## config.mk

```make
export PLATFORM = sky130hd
export DESIGN_NAME = move_entry_ctrl
export DESIGN_NICKNAME = d
export VERILOG_FILES = /design/src/rtl/move_entry_ctrl.sv
export SDC_FILE = /design/constraint.sdc
export NUM_CORES = 1
export LEC_CHECK = 0
export ABC_CLOCK_PERIOD_IN_PS = 4030
export BUFFER_PORTS_ARGS = -buffer_cell sky130_fd_sc_hd__buf_2
export CAP_MARGIN = 10
export CORE_MARGIN = 3
export CORE_UTILIZATION = 53
export DETAILED_ROUTE_END_ITERATION = 12
export PLACE_DENSITY_LB_ADDON = 0.2
export SYNTH_ARGS = -nofsm -noshare
export SYNTH_HDL_FRONTEND = slang
export SYNTH_SLANG_ARGS = --single-unit
export TNS_END_PERCENT = 50
```

## constraint.sdc

```tcl
create_clock -name clk -period 4.03 [get_ports clk]
set_clock_uncertainty 0.2 [all_clocks]
set_input_delay 0.806 -clock clk [delete_from_list [all_inputs] [get_ports clk]]
set_output_delay 0.806 -clock clk [all_outputs]
set_load 0.01 [all_outputs]
```

## src/rtl/move_entry_ctrl.sv

```systemverilog
// move_entry_ctrl: keypad move-entry sequencer (X digit, Y digit, confirm/pass) with editing and inactivity timeout.
// Ports: clk/rst_n (async active-low); start requests an entry; kb_en/key_index/key_valid/key_ready
// talk to the keypad scanner; move_x/move_y/move_pass/move_valid/move_ready present the finished move;
// busy, stage and timeout are status outputs. All outputs come from registered state only.
module move_entry_ctrl #(
  parameter int BOARD_SIZE     = 9,
  parameter int TIMEOUT_CYCLES = 0,
  parameter int CNT_W          = 32
) (
  input  logic       clk,
  input  logic       rst_n,
  input  logic       start,
  output logic       kb_en,
  input  logic [3:0] key_index,
  input  logic       key_valid,
  output logic       key_ready,
  output logic [3:0] move_x,
  output logic [3:0] move_y,
  output logic       move_pass,
  output logic       move_valid,
  input  logic       move_ready,
  output logic       busy,
  output logic [1:0] stage,
  output logic       timeout
);
  typedef enum logic [2:0] {IDLE, GET_X, GET_Y, CONFIRM, OUTPUT} state_t;
  localparam logic [3:0] BS = 4'(BOARD_SIZE);
  localparam logic [CNT_W-1:0] LAST = CNT_W'(TIMEOUT_CYCLES - 1);
  state_t state, state_nxt;
  logic [3:0] x_nxt, y_nxt;
  logic pass_nxt, to_nxt, active, acc, digit, expire;
  logic [CNT_W-1:0] cnt, cnt_nxt;
  assign active     = state inside {GET_X, GET_Y, CONFIRM};
  assign kb_en      = active;
  assign key_ready  = active;
  assign move_valid = state == OUTPUT;
  assign busy       = state != IDLE;
  assign stage      = state == GET_X ? 2'd1 : state == GET_Y ? 2'd2 : state == CONFIRM ? 2'd3 : 2'd0;
  assign acc        = key_valid && active;
  // codes below BOARD_SIZE are digits; BOARD_SIZE <= 12 keeps them disjoint from the command codes
  assign digit      = key_index < BS;
  // an accepted key in the expiry cycle wins, so expiry requires !acc
  assign expire     = TIMEOUT_CYCLES > 0 && active && !acc && cnt == LAST;
  always_comb begin
    state_nxt = state;
    x_nxt     = move_x;
    y_nxt     = move_y;
    pass_nxt  = move_pass;
    to_nxt    = 1'b0;
    cnt_nxt   = acc ? '0 : active ? cnt + CNT_W'(1) : cnt;
    case (state)
      IDLE: if (start) begin
        state_nxt = GET_X;
        x_nxt     = '0;
        y_nxt     = '0;
        pass_nxt  = 1'b0;
        cnt_nxt   = '0;
      end
      GET_X: if (acc) begin
        if (digit) begin
          x_nxt     = key_index;
          state_nxt = GET_Y;
        end else if (key_index == 4'd14) begin
          pass_nxt  = 1'b1;
          state_nxt = OUTPUT;
        end
      end
      GET_Y: if (acc) begin
        if (digit) begin
          y_nxt     = key_index;
          state_nxt = CONFIRM;
        end else if (key_index == 4'd12 || key_index == 4'd13) begin
          state_nxt = GET_X;
        end else if (key_index == 4'd14) begin
          pass_nxt  = 1'b1;
          state_nxt = OUTPUT;
        end
      end
      CONFIRM: if (acc && !digit) begin
        if (key_index == 4'd15) begin
          state_nxt = OUTPUT;
        end else if (key_index == 4'd12) begin
          state_nxt = GET_Y;
        end else if (key_index == 4'd13) begin
          state_nxt = GET_X;
        end else if (key_index == 4'd14) begin
          pass_nxt  = 1'b1;
          state_nxt = OUTPUT;
        end
      end
      OUTPUT: if (move_ready) state_nxt = IDLE;
      default: state_nxt = IDLE;
    endcase
    if (expire) begin
      state_nxt = IDLE;
      x_nxt     = '0;
      y_nxt     = '0;
      pass_nxt  = 1'b0;
      cnt_nxt   = '0;
      to_nxt    = 1'b1;
    end
  end
  always_ff @(posedge clk or negedge rst_n) begin
    if (!rst_n) begin
      state     <= IDLE;
      move_x    <= '0;
      move_y    <= '0;
      move_pass <= 1'b0;
      cnt       <= '0;
      timeout   <= 1'b0;
    end else begin
      state     <= state_nxt;
      move_x    <= x_nxt;
      move_y    <= y_nxt;
      move_pass <= pass_nxt;
      cnt       <= cnt_nxt;
      timeout   <= to_nxt;
    end
  end
endmodule
```

==> results.sh <==
export IMPL_status="complete, no violations"
export IMPL_endpoint_kind="output pin"
export IMPL_synth_edff_count=0
export IMPL_synthArstFlopShare_pct=100
export IMPL_dpl_hpwl_mm=1.30
export IMPL_drv_cap=0
export IMPL_whs_ps=200
export IMPL_path_buf_inv=2
export IMPL_finalHoldViolations=0
export IMPL_die_area_sq_um=2060
export IMPL_detail_route_first_pass_iterations=4
export IMPL_gp_congestion=0.886
export IMPL_ys_types=35
export IMPL_setup_viol=0
export IMPL_period_minus_slack_ps=2340
export IMPL_dieWidth_um=45.4
export IMPL_grt_pass1_wl_mm=2.96
export IMPL_worst_ep_required_time_ps=3020
export IMPL_yosys_warnings=0
export IMPL_reg2reg_from="state[1]"
export IMPL_cpMaxStageDelayCell="dfrtp_1"
export IMPL_grt_total_usage_pct=19.2
export IMPL_die_h_um=45.4
export IMPL_rrSetupSlack_ps=2250
export IMPL_powerDensity_nw_per_um2=658
export IMPL_critPathTopFamily="flip-flops"
export IMPL_cts_setup_buffers=0
export IMPL_cts_hold_buf=0
export IMPL_path_cells="nor2_1, nand2_1, inv_1, buf_2"
export IMPL_worst_ep_arrival_time_ps=1330
export IMPL_antenna_found_initial=0
export IMPL_slew_viol_final=0
export IMPL_rr_endpoint="state[0]"
export IMPL_num_vias=758
export IMPL_worst_hold_path_type="input pin to async pin"
export IMPL_coreArea_sq_um=1380
export IMPL_synth_nets=102
export IMPL_drive_gt1_share_pct=30.6
export IMPL_fin_nets=121
export IMPL_cts_buffers=3
export IMPL_crit_fanout=12
export IMPL_num_rows=13
export IMPL_ir_drop_mv=0.267
export IMPL_power_leakage_nw=0.414
export IMPL_io_buffers=23
export IMPL_clock_fmax_mhz=428
export IMPL_first_iter_violations=38
export IMPL_wl_per_cell_um=14.5
export IMPL_ctsResizeCount=0
export IMPL_clk_path_buf_depth=2
export IMPL_grt_pass1_vias=661
export IMPL_cts_sinks=12
export IMPL_syn_avg_cell_area_sq_um=8.87
export IMPL_syn_area_sq_um=825
export IMPL_grt_remaining_overflow=0
export IMPL_ys_ff_latch=12
export IMPL_area_delta_synth_final_pct=11.4
export IMPL_fin_tns_setup_ps=0
export IMPL_num_antenna_cells=0
export IMPL_wl_mm=1.83
export IMPL_start_kind="register"
export IMPL_slowest_delay_ps=520
export IMPL_viasPerCell=6.02
export IMPL_start_util_pct=59.6
export IMPL_cts_tree="yes"
export IMPL_design_area_sq_um=918
export IMPL_placed_cell_area_sq_um=882
export IMPL_drc=0
export IMPL_clk_latency_ps=270
export IMPL_syn_inst=93
export IMPL_rsz0062_at_grt="false"
export IMPL_h_tree_depth=1
export IMPL_ys_flop_type="dfrtp_1"
export IMPL_ant_nets=0
export IMPL_synth_seq_area_share_pct=36.4
export IMPL_fill_cells=116
export IMPL_grt_max_degree=13
export IMPL_ioPinCount=25
export IMPL_fin_crit_sh_pct=58.0
export IMPL_clk_pin_slew_ps=80
export IMPL_path_class="register to output pin"
export IMPL_rr_worst_depth=4
export IMPL_clock_root_buffer="clkbuf_4"
per-stage QoR:
stage	power [W]	worst slack [ps]	instances	utilization (%)
3_5_place_dp	0.000512	1940	122	63.8
5_1_grt	0.000655	1570	126	66.4
6_report	0.000604	1690	126	66.4
2_1_floorplan	0.000434	2100	93	-
3_3_place_gp	0.000509	1980	122	63.8
4_1_cts	0.000608	1700	126	66.4
state kept, by name, indices dropped and copies added, names as in the netlist:
signal     cells
state          3
move_y         4
move_pass      1
move_x         4
worst max path at each step:
stage	startpoint	to	depth (start not counted)
after CTS	state[1]	move_valid	4
final	state[1]	move_valid	4
after floorplan	key_index[2]	move_x[0]	5
after detailed placement	key_index[2]	move_x[0]	5
after global placement	key_index[2]	move_x[3]	5
after global routing	state[1]	move_valid	4
cell type report:
type / instances / area, sq um / area share, %
timing repair buffer: 23 / 115 / 12.5
clock buffer: 4 / 36.3 / 3.95
sequential: 12 / 300 / 32.7
multi-input combinational: 68 / 433 / 47.1
inverter: 4 / 15.0 / 1.63
tap: 15 / 18.8 / 2.04
cell families after synthesis:
kind of cell    count (synthesis)  synth area share, %
compound gates                 32                 28.4
xor+xnor                        1                 1.06
fa+ha+maj                       1                 1.21
buf+inv                        13                 11.1
flops                          12                 36.4
mux                             1                 1.21
other cells                     1                0.455
simple gates                   32                 20.2
cells in the mapped netlist, drive strengths merged, types with 2 or more instances:
cell / count / area, sq um
o21ai: 9 / 45.0
buf: 9 / 76.3
o31ai: 2 / 28.8
a311oi: 2 / 17.5
a2bb2oi: 2 / 17.5
nor2b: 3 / 18.8
nand2: 14 / 55.1
inv: 4 / 15.0
a211oi: 2 / 15.0
nor2: 7 / 26.3
a22oi: 8 / 60.1
dfrtp: 12 / 300
o211ai: 3 / 22.5
layout by cell type (no fill, tap or decap), drive strengths merged, types with 2 or more instances in the layout:
cell,instances
o211ai,3
nor2b,3
a22oi,8
nand2,14
o21ai,9
nor2,7
buf,23
o31ai,2
a311oi,2
clkbuf,4
inv,4
dfrtp,12
a2bb2oi,2
a211oi,2
layer usage:
layer	GRT usage [%]	vias to the layer above	wire length, um
met4	3.51	0	0
met5	0	-	0
met2	28.7	37	778
met1	29.0	350	884
li1	-	371	-
met3	3.56	0	163
where the power goes:
| group | internal [W] | switching [W] | leakage [nW] |
|---|---|---|---|
| clock network | 0.0000548 | 0.0000409 | 0.0210 |
| registers | 0.000168 | 0.0000563 | 0.129 |
| logic | 0.000125 | 0.000158 | 0.264 |
No activity file was read; power rests on OpenSTA's default activity.
